### src/rtl/vram_read_arbiter.sv
// Arbitrates the single VRAM32 read port between the BGW and sprite renderers, with line-phase priority and sprite starvation override.
// Optional conflict statistics counter is built when VRAM_ARB_STATS_EN is defined.
module vram_read_arbiter #(
  parameter int unsigned RD_LAT       = 1,
  parameter int unsigned STARVE_LIMIT = 8
) (
  input  logic        vga_clk,
  input  logic        reset,
  input  logic        hblank,
  input  logic        bgw_req,
  input  logic [13:0] bgw_addr,
  output logic        bgw_gnt,
  output logic        bgw_valid,
  output logic [31:0] bgw_q,
  input  logic        spr_req,
  input  logic [13:0] spr_addr,
  output logic        spr_gnt,
  output logic        spr_valid,
  output logic [31:0] spr_q,
`ifdef VRAM_ARB_STATS_EN
  input  logic        stats_clr,
  output logic [15:0] conflict_cnt,
`endif
  output logic [13:0] vram_addr,
  input  logic [31:0] vram_q
);

  localparam int unsigned AW     = 14;
  localparam int unsigned CNT_W  = 8;
  localparam int unsigned PIPE_D = RD_LAT + 1;
  localparam logic [CNT_W-1:0] LIMIT    = CNT_W'(STARVE_LIMIT);
  localparam logic [CNT_W-1:0] LIMIT_M1 = CNT_W'(STARVE_LIMIT - 1);
  localparam bit               FORCE_EN = (STARVE_LIMIT != 0);

  typedef enum logic [1:0] {
    S_BGW_PRI   = 2'd0,
    S_SPR_PRI   = 2'd1,
    S_SPR_FORCE = 2'd2
  } state_e;

  state_e            state_q, state_d;
  logic [CNT_W-1:0]  starve_cnt_q, starve_cnt_d;
  logic [AW-1:0]     vram_addr_q, vram_addr_d;
  logic [PIPE_D-1:0] bgw_tag_q, bgw_tag_d;
  logic [PIPE_D-1:0] spr_tag_q, spr_tag_d;
  logic              spr_denied;

  always_ff @(posedge vga_clk or posedge reset) begin
    if (reset) begin
      state_q      <= S_BGW_PRI;
      starve_cnt_q <= '0;
      vram_addr_q  <= '0;
      bgw_tag_q    <= '0;
      spr_tag_q    <= '0;
    end else begin
      state_q      <= state_d;
      starve_cnt_q <= starve_cnt_d;
      vram_addr_q  <= vram_addr_d;
      bgw_tag_q    <= bgw_tag_d;
      spr_tag_q    <= spr_tag_d;
    end
  end

  // Grants are combinational in the request cycle and suppressed while reset is held.
  always_comb begin
    bgw_gnt = 1'b0;
    spr_gnt = 1'b0;
    if (!reset) begin
      case (state_q)
        S_SPR_PRI: begin
          spr_gnt = spr_req;
          bgw_gnt = bgw_req & ~spr_req;
        end
        S_SPR_FORCE: begin
          spr_gnt = spr_req;
          bgw_gnt = 1'b0;
        end
        default: begin
          bgw_gnt = bgw_req;
          spr_gnt = spr_req & ~bgw_req;
        end
      endcase
    end
  end

  always_comb begin
    state_d      = hblank ? S_SPR_PRI : S_BGW_PRI;
    starve_cnt_d = '0;
    vram_addr_d  = vram_addr_q;
    spr_denied   = spr_req & ~spr_gnt;

    // A sprite denied for STARVE_LIMIT cycles in a row wins the next one outright.
    if (FORCE_EN && (starve_cnt_q == LIMIT_M1) && spr_denied) begin
      state_d = S_SPR_FORCE;
    end

    if (spr_denied && (starve_cnt_q < LIMIT)) begin
      starve_cnt_d = starve_cnt_q + CNT_W'(1);
    end else if (spr_denied) begin
      starve_cnt_d = starve_cnt_q;
    end

    if (bgw_gnt) begin
      vram_addr_d = bgw_addr;
    end else if (spr_gnt) begin
      vram_addr_d = spr_addr;
    end

    bgw_tag_d = {bgw_tag_q[PIPE_D-2:0], bgw_gnt};
    spr_tag_d = {spr_tag_q[PIPE_D-2:0], spr_gnt};
  end

  assign vram_addr = vram_addr_q;
  assign bgw_valid = bgw_tag_q[PIPE_D-1];
  assign spr_valid = spr_tag_q[PIPE_D-1];
  assign bgw_q     = vram_q;
  assign spr_q     = vram_q;

`ifdef VRAM_ARB_STATS_EN
  localparam int unsigned STAT_W = 16;

  logic [STAT_W-1:0] conflict_cnt_q, conflict_cnt_d;

  // Saturating count of cycles where both renderers want the port; clear beats increment.
  always_comb begin
    conflict_cnt_d = conflict_cnt_q;
    if (stats_clr) begin
      conflict_cnt_d = '0;
    end else if (bgw_req && spr_req && (conflict_cnt_q != '1)) begin
      conflict_cnt_d = conflict_cnt_q + STAT_W'(1);
    end
  end

  always_ff @(posedge vga_clk or posedge reset) begin
    if (reset) begin
      conflict_cnt_q <= '0;
    end else begin
      conflict_cnt_q <= conflict_cnt_d;
    end
  end

  assign conflict_cnt = conflict_cnt_q;
`endif

endmodule

### config.mk
export PLATFORM = sky130hd
export DESIGN_NAME = vram_read_arbiter
export DESIGN_NICKNAME = d
export VERILOG_FILES = /design/src/rtl/vram_read_arbiter.sv
export SDC_FILE = /design/constraint.sdc
export NUM_CORES = 1
export LEC_CHECK = 0
export CAP_MARGIN = 25
export CORE_ASPECT_RATIO = 1.1
export CORE_MARGIN = 10
export CORE_UTILIZATION = 34
export DETAILED_ROUTE_END_ITERATION = 10
export PLACE_DENSITY_LB_ADDON = 0.3
export SLEW_MARGIN = 10
export SYNTH_ARGS = -nofsm -noshare
export SYNTH_HDL_FRONTEND = slang
export SYNTH_SLANG_ARGS = --single-unit
### constraint.sdc
create_clock -name vga_clk -period 3.3 [get_ports vga_clk]
set_input_delay 0.66 -clock vga_clk [delete_from_list [all_inputs] [get_ports vga_clk]]
set_output_delay 0.66 -clock vga_clk [all_outputs]
set_load 0.02 [all_outputs]
Word-level counts from Yosys, hierarchy flattened:

Cells that the tools add are included.

* register bits: 28
* input port bits: 65
* logic and storage cells: 31

* add/subtract/negate cells: 1
* $lt $le $gt $ge: 1
* equal/unequal tests: 4
* multiplexer cells: 10
* bitwise operators: 6
* reductions and logical operators: 4

Operators by type and width (count)
* two-way mux 14 bit: 2
* two-way mux 8 bit: 2
* adder 8 x 1 -> 8 bit (second input constant): 1
* equality test 8 x 3 -> 1 bit (second input constant): 1
* less-than comparator 8 x 4 -> 1 bit (second input constant): 1
* two-way mux 1 bit: 4
* AND 1 bit: 3
* NOT 1 bit: 3
* equality test 2 x 1 -> 1 bit (second input constant): 1
* equality test 2 bit (second input constant): 1
* logical AND 1 bit: 2
* two-way mux 2 bit: 1
* != test 2 x 1 -> 1 bit (second input constant): 1
* one-hot mux 1 bit (2 select lines): 1
* nonzero test 2 bit: 1
* OR reduction 2 bit: 1

Depth between registers and ports, before layout:

Gate-level depths: netlist of the first run.

* depth after elaboration: 8
* mapped depth: 6
* mapped depth without buffers: 5

Least setup slack after synthesis of the first run:

OpenSTA, ideal clock, no wires.

* kind: input to output
* from: in reset
* to: out bgw_gnt
* arrival: 2.039 ns
* data required time: 2.640 ns
* slack: 0.601 ns
* stages: 3
* buffers on the path: 1
* cells stage by stage: inv_1 > o211a_1 > clkbuf_1

* longest elaborated chain between the ends: 1

RTL lines
* from (decl): line 8 `input logic reset,`
* two-way mux 1 bit: line 68 `if (!reset) begin`
* to (decl): line 12 `output logic bgw_gnt,`

No other way between the ends.

Final worst setup path of the first run:

* from: in spr_req
* to: out bgw_gnt

* longest elaborated chain between the ends: 4

RTL lines
* from (decl): line 15 `input logic spr_req,`
* NOT 1 bit: line 72 `bgw_gnt = bgw_req & ~spr_req;`
* AND 1 bit: line 72
* one-hot mux 1 bit (2 select lines): line 69 `case (state_q)`
* two-way mux 1 bit: line 68

No other way between the ends.

==> impl_summary.log, run 1 <==
[metrics] count of final hold-check violations: 0
[metrics] H-Tree Depth: 1
[metrics] Total Routing Usage GR: 10.1%
[metrics] count of pins on the block boundary: 147
[metrics] CTS tree: built
[metrics] via total after detailed routing: 1,107
[metrics] die outline area: 8060 um^2
[metrics] Worst Max-Slew Pin Slew: 0.623 ns
[metrics] vias in the first global route: 1,174
[metrics] Chip Width: 86.5 um
[metrics] TritonCTS buffer count: 3
[metrics] run status: finished clean
[metrics] cell area after synthesis: 1660 um^2
[metrics] Clock Skew: 0.00718 ns
[metrics] PwrDens: 469 nW/um^2
[metrics] core box area: 4680 um^2
[metrics] Post-Place Worst Slack: 0.377 ns
[metrics] cts repair resizes: 0
[metrics] classification of the worst-slack hold path: reg -> reg
[metrics] maximum achievable frequency: 344 MHz
[metrics] Clock Tree Buf Depth: 2
[metrics] layout cell share with drive strength beyond 1: 7.28%
[metrics] Mapped Cells: 161
[metrics] first-pass GRT wire length: 6640 um
[metrics] reported leakage power: 0.840 nW
[metrics] number of synthesis warnings: 0
[metrics] vertical die dimension: 93.2 um
[metrics] detailed-routing iteration count for the pre-antenna-repair pass: 4
[metrics] crit-path most repeated cell: sky130_fd_sc_hd__clkdlybuf4s50_1
[metrics] per-cell routed wire length: 20.8 um
[metrics] Port-buffer cells: 50
[metrics] number of register bits inferred by synthesis: 28
[metrics] required time worst endpoint: 2.64 ns
[metrics] Peak VDD IR: 0.267 mV
[metrics] worst path cell trace: clkdlybuf4s50_1 > nor2b_1 > o211a_1 > clkdlybuf4s50_1
[metrics] Detail Route Antenna Nets: 0
[metrics] number of rows in the core area: 26
[metrics] Seq. cell area: 701 um^2
[metrics] average size of a mapped cell: 10.3 um^2
[metrics] hold bufs inserted after CTS: 0
[metrics] final weighted congestion of routability-driven global placement: 0.849
[metrics] slack of the critical path: 0.395 ns
[metrics] kind of end point of the critical path: output pin
[metrics] violation count after the first detailed-route iteration: 64
[metrics] cell with the largest stage delay on the worst path: sky130_fd_sc_hd__clkdlybuf4s50_1
[metrics] r2r worst-path depth: 5
[metrics] Skew-Pair Late Insertion Delay: 0.27 ns
[metrics] Pins Over Slew Limit: 0
[metrics] sink count of the clock tree: 28
[metrics] post-synthesis net count: 228
[metrics] total overflow reported by the global router: 0
[metrics] synthesis-to-finish area growth: 10.8%
[metrics] CP bufs+invs: 2
[metrics] maximum number of pins on one net before global-route repair: 30
[metrics] setup_tns: 0 ns
[metrics] Max-slew headroom: 58.1%
[metrics] maximum fanout encountered on the critical timing path: 11
[metrics] Vias/cell: 5.35
[metrics] ant diodes: 0
[metrics] CP Class: in -> out
[metrics] family of cells with the greatest summed delay on the critical path: buffers and inverters
[metrics] count of max-cap constraint violations: 0
[metrics] Worst Hold Depth: 0
[metrics] Crit path arrival time: 2.25 ns
[metrics] Final setup violation count: 0
[metrics] final net count: 219
[metrics] initial antenna violation count: 0
[metrics] starting utilization of the core area: 35.3%
[metrics] DRC viols: 0
[metrics] unrepaired setup endpoints after global routing: false
[metrics] post-route clock period utilization: 88.0%
[metrics] Period minus WS final: 2.91 ns
[metrics] Reg clk slew, reported paths: 0.10 ns
[metrics] register area share after synthesis: 42.3%
[metrics] total half-perimeter wirelength after legalization and detailed placement: 3280 um
[metrics] CP Depth: 4
[metrics] Clock Root Buffer: sky130_fd_sc_hd__clkbuf_8
[metrics] CP max stage delay: 0.62 ns
[metrics] Synth cell types: 26
[metrics] fill cell instance count of the final layout: 456
[metrics] post-CTS setup repair buffer count: 0
[metrics] element type at the critical path start: input port
[metrics] Total Wirelength: 4300 um
[metrics] area of combinational cells with multiple inputs: 439 um^2
==> power by group <==
group | switching (mW) | total [mW] | internal (mW)
Combinational | 0.0904 | 0.202 | 0.112
Sequential | 0.0166 | 0.389 | 0.373
Clock | 0.106 | 0.269 | 0.162
==> cells by family after synthesis <==
family          share of synthesized area [%]
buf+inv                                  31.1
flops                                    42.3
fa+ha+maj                                1.51
compound gates                           13.0
simple gates                             12.0
==> routing by layer <==
metal | track usage, % | routed length [um] | vias up
li1 | - | - | 475
met1 | 12.2 | 1740 | 520
met2 | 13.5 | 1730 | 71
met3 | 4.86 | 591 | 41
met4 | 7.70 | 239 | 0
met5 | 0 | 0 | -
==> sequential cells by signal (all words and copies together), names as in the netlist <==
| signal | flops |
|---|---|
| spr_tag_q | 2 |
| starve_cnt_q | 8 |
| bgw_tag_q | 2 |
| state_q | 2 |
| vram_addr | 14 |
==> synth_stat cells (all sizes together) <==
cell type  count  area share [%]
o31ai          1            0.45
and2           5             2.0
nand2b         1            0.38
or3            1            0.38
buf           65              29
o21a           1            0.45
a31oi          1            0.38
or4            2             1.1
a41oi          1            0.53
nand2          1            0.23
nor2           3            0.68
dfrtp         28              42
o21ai          3            0.91
a221o         14             8.5
ha             2             1.5
o211a          1            0.60
nor2b          2            0.76
a21oi          4             1.2
clkbuf         4            0.91
and3          15             5.7
nand3b         1            0.45
nor4           1            0.38
inv            4            0.91
==> cell type report <==
cell class	instances	share of cell area [%]
Timing Repair Buffer	55	29.3
Clock buffer	3	2.25
Sequential cell	28	38.2
Inverter	4	0.819
Clock inverter	1	1.64
Tap cell	56	3.82
Multi-Input combinational cell	60	23.9
==> through the flow <==
| stage | total power [mW] | hold slack [ns] | instance area, um^2 | instances | utilization [%] |
|---|---|---|---|---|---|
| finish | 0.860 | 0.357 | 1830 | 207 | 39.2 |
| global route | 0.908 | 0.369 | 1830 | 207 | 39.2 |
| CTS | 0.870 | 0.360 | 1830 | 207 | 39.2 |
| detailed placement | 0.600 | 0.337 | 1760 | 203 | 37.6 |
| global placement | 0.596 | 0.332 | 1760 | 203 | 37.6 |
| floorplan | 0.594 | 0.331 | 1660 | 161 | - |
==> final timing paths <==
check / start / endpoint / slack, ns
worst max-delay path: spr_req / bgw_gnt / 0.39
worst min-delay path: bgw_tag_q[0] / bgw_tag_q[1] / 0.36
worst max register to register: state_q[0] / vram_addr[11] / 1.39
worst min register to register: bgw_tag_q[0] / bgw_tag_q[1] / 0.36
max in group asynchronous: reset / starve_cnt_q[0] / 2.20
min in group asynchronous: reset / vram_addr[8] / 0.82
==> placed cells by master (no fill, tap or decap), drive strengths merged, types with 2 or more instances in the layout <==
cell | Yosys | final
a21oi | 4 | 4
a221o | 14 | 14
and2 | 5 | 5
and3 | 15 | 15
buf | 65 | 5
clkbuf | 4 | 3
clkdlybuf4s50 | 0 | 50
dfrtp | 28 | 28
ha | 2 | 2
inv | 4 | 4
nor2 | 3 | 3
nor2b | 2 | 2
o21ai | 3 | 3
or4 | 2 | 2
No activity file was read; power rests on OpenSTA's default activity.
==> run 2, diff against run 1 <==
Settings changed: ABC_CLOCK_PERIOD_IN_PS from default to 3300.
==> results of run 2 <==
No change in the layout: final DEF, timing and power equal those of run 1.
==> run 3, diff against run 2 <==
Settings changed: CORE_MARGIN 10 to 2, CTS_CLUSTER_SIZE from default to 10, SKIP_CTS_REPAIR_TIMING from default to 1.
==> run 3 against run 2 <==
  * Worst setup slack gained 0.11 ns
  * Largest power group unchanged
  * Cell count is the same
  * Non-clock buffer count is the same
  * Clock power shrank 22%
  * Sequential power is essentially flat
  * Hold slack gained 0.0016 ns
  * Global-route usage grew 3.5 points
  * Die area shrank 32%
  * Highest routed layer unchanged
==> impl_summary.log, run 3 (synthesis results as in run 1) <==
[metrics] total half-perimeter wirelength after legalization and detailed placement: 2880 um (was 3280 um)
[metrics] CP Class: in -> out (unchanged)
[metrics] slack of the critical path: 0.500 ns (was 0.395 ns)
[metrics] run status: finished clean (unchanged)
[metrics] Vias/cell: 5.26 (was 5.35)
[metrics] Skew-Pair Late Insertion Delay: 0.27 ns (about the same)
[metrics] Clock power frac: 26.2% (was 31.2%)
[metrics] violation count after the first detailed-route iteration: 39 (was 64)
[metrics] H-Tree Depth: 1 (unchanged)
[metrics] cell with the largest stage delay on the worst path: sky130_fd_sc_hd__clkdlybuf4s50_1 (unchanged)
[metrics] fill cell instance count of the final layout: 449 (was 456)
[metrics] starting utilization of the core area: 35.6% (was 35.3%)
[metrics] Clock Tree Buf Depth: 2 (unchanged)
[metrics] CP max stage delay: 0.61 ns (was 0.62 ns)
[metrics] DRC viols: 0 (unchanged)
[metrics] Port-buffer cells: 50 (unchanged)
[metrics] Peak VDD IR: 0.157 mV (was 0.267 mV)
[metrics] maximum number of pins on one net before global-route repair: 30 (unchanged)
[metrics] maximum achievable frequency: 357 MHz (was 344 MHz)
[metrics] per-cell routed wire length: 18.7 um (was 20.8 um)
[metrics] Detail Route Antenna Nets: 0 (unchanged)
[metrics] met1 routed wirelength after detailed routing: 1450 um (was 1740 um)
[metrics] Worst Max-Slew Pin Slew: 0.436 ns (was 0.623 ns)
[metrics] Highest Signal Layer: met4 (unchanged)
[metrics] PwrDens: 439 nW/um^2 (was 469 nW/um^2)
[metrics] reported leakage power: 0.833 nW (was 0.840 nW)
[metrics] kind of end point of the critical path: output pin (unchanged)
[metrics] layout cell share with drive strength beyond 1: 7.28% (unchanged)
[metrics] vertical die dimension: 77.2 um (was 93.2 um)
[metrics] post-route core utilization: 39.1% (was 39.2%)
[metrics] die outline area: 5440 um^2 (was 8060 um^2)
[metrics] unrepaired setup endpoints after global routing: false (unchanged)
[metrics] post-detailed-placement cell area: 1760 um^2 (unchanged)
[metrics] TritonCTS buffer count: 3 (unchanged)
[metrics] worst path cell trace: clkdlybuf4s50_1 > nor2b_1 > o211a_1 > clkdlybuf4s50_1 (unchanged)
[metrics] crit-path most repeated cell: sky130_fd_sc_hd__clkdlybuf4s50_1 (unchanged)
[metrics] count of final hold-check violations: 0 (unchanged)
[metrics] leading cell types in the layout, fill and taps excluded: sky130_fd_sc_hd__clkdlybuf4s50_1, sky130_fd_sc_hd__dfrtp_1, sky130_fd_sc_hd__and3_1 (unchanged)
[metrics] ant diodes: 0 (unchanged)
[metrics] number of rows in the core area: 26 (unchanged)
[metrics] total overflow reported by the global router: 0 (unchanged)
[metrics] count of max-cap constraint violations: 0 (unchanged)
[metrics] detailed-routing iteration count for the pre-antenna-repair pass: 4 (unchanged)
[metrics] number of instances in the placed design: 203 (unchanged)
[metrics] first-pass GRT wire length: 5910 um (was 6640 um)
[metrics] cell internal pwr: 591 uW (was 647 uW)
[metrics] power after layout: 798 uW (was 860 uW)
[metrics] switching fraction of total power: 25.9% (was 24.8%)
[metrics] via total after detailed routing: 1,088 (was 1,107)
[metrics] leading cell type in the layout, fill and taps excluded: sky130_fd_sc_hd__clkdlybuf4s50_1 (unchanged)
[metrics] Pins Over Slew Limit: 0 (unchanged)
[metrics] Hold Worst Slack: 0.359 ns (was 0.357 ns)
[metrics] Clock Skew: 0.00283 ns (was 0.00718 ns)
[metrics] max FFs per register: 14 (unchanged)
[metrics] Post-Place Worst Slack: 0.491 ns (was 0.377 ns)
[metrics] Max-slew headroom: 70.7% (was 58.1%)
[metrics] initial antenna violation count: 0 (unchanged)
[metrics] Chip Width: 70.5 um (was 86.5 um)
[metrics] Final setup violation count: 0 (unchanged)
[metrics] Total Routing Usage GR: 13.6% (was 10.1%)
[metrics] family of cells with the greatest summed delay on the critical path: buffers and inverters (unchanged)
[metrics] fin cells: 207 (unchanged)
[metrics] count of pins on the block boundary: 147 (unchanged)
[metrics] Crit path arrival time: 2.14 ns (was 2.25 ns)
[metrics] classification of the worst-slack hold path: reg -> reg (unchanged)
[metrics] vias in the first global route: 1,128 (was 1,174)
[metrics] setup_tns: 0 ns (unchanged)
[metrics] maximum fanout encountered on the critical timing path: 7 (was 11)
[metrics] final net count: 219 (unchanged)
[metrics] sink count of the clock tree: 28 (unchanged)
[metrics] synthesis-to-finish area growth: 9.83% (was 10.8%)
[metrics] CTS tree: built (unchanged)
[metrics] element type at the critical path start: input port (unchanged)
[metrics] Sw Pwr: 207 uW (was 213 uW)
[metrics] register share of total power: 48.8% (was 45.2%)
[metrics] Total Wirelength: 3870 um (was 4300 um)
[metrics] Reg clk slew, reported paths: 0.09 ns (was 0.10 ns)
[metrics] post-route clock period utilization: 84.9% (was 88.0%)
[metrics] core box area: 4650 um^2 (was 4680 um^2)
[metrics] required time worst endpoint: 2.64 ns (about the same)
[metrics] final weighted congestion of routability-driven global placement: 0.777 (was 0.849)
[metrics] met2 wire length: 1800 um (was 1730 um)
[metrics] cell area after layout: 1820 um^2 (was 1830 um^2)
[metrics] Clock Root Buffer: sky130_fd_sc_hd__clkbuf_8 (unchanged)
[metrics] CP bufs+invs: 2 (unchanged)
[metrics] combinational group share of total power: 25.1% (was 23.5%)
[metrics] Period minus WS final: 2.80 ns (was 2.91 ns)
[metrics] total length of routed met3 wires: 462 um (was 591 um)
[run 3: path summary, 6_finish.rpt]
check / startpoint / to / slack (ns) / cells past startpoint
setup / recovery: spr_req / bgw_gnt / 0.50 / 4
hold / removal: spr_tag_q[0] / spr_tag_q[1] / 0.36 / 0
setup reg to reg: starve_cnt_q[7] / starve_cnt_q[2] / 1.67 / 3
hold reg to reg: spr_tag_q[0] / spr_tag_q[1] / 0.36 / 0
max in group asynchronous: reset / state_q[1] / 2.21 / 3
min in group asynchronous: reset / vram_addr[10] / 0.82 / 3
[run 3: per-layer routing]
metal	GRT usage (%)	vias up
met5	0	-
met4	6.60	0
met3	4.86	25
met2	22.5	71
met1	15.5	517
li1	-	475
[run 3: layout make-up]
type                    instances  area, um^2  share of cell area (%)
inverters                       4        15.0                   0.826
repair buffers                 55         538                    29.6
clock buffers                   4        55.1                    3.03
flip-flops and latches         28         701                    38.5
multi-input cells              60         439                    24.2
well taps                      56        70.1                    3.85
[run 3: power by group through the flow]
stage	combinational, mW	clock (mW)	sequential [mW]
floorplan	0.167	0	0.427
global placement	0.199	0	0.394
detailed placement	0.201	0	0.396
CTS	0.202	0.216	0.389
global route	0.213	0.232	0.393
finish	0.200	0.209	0.389
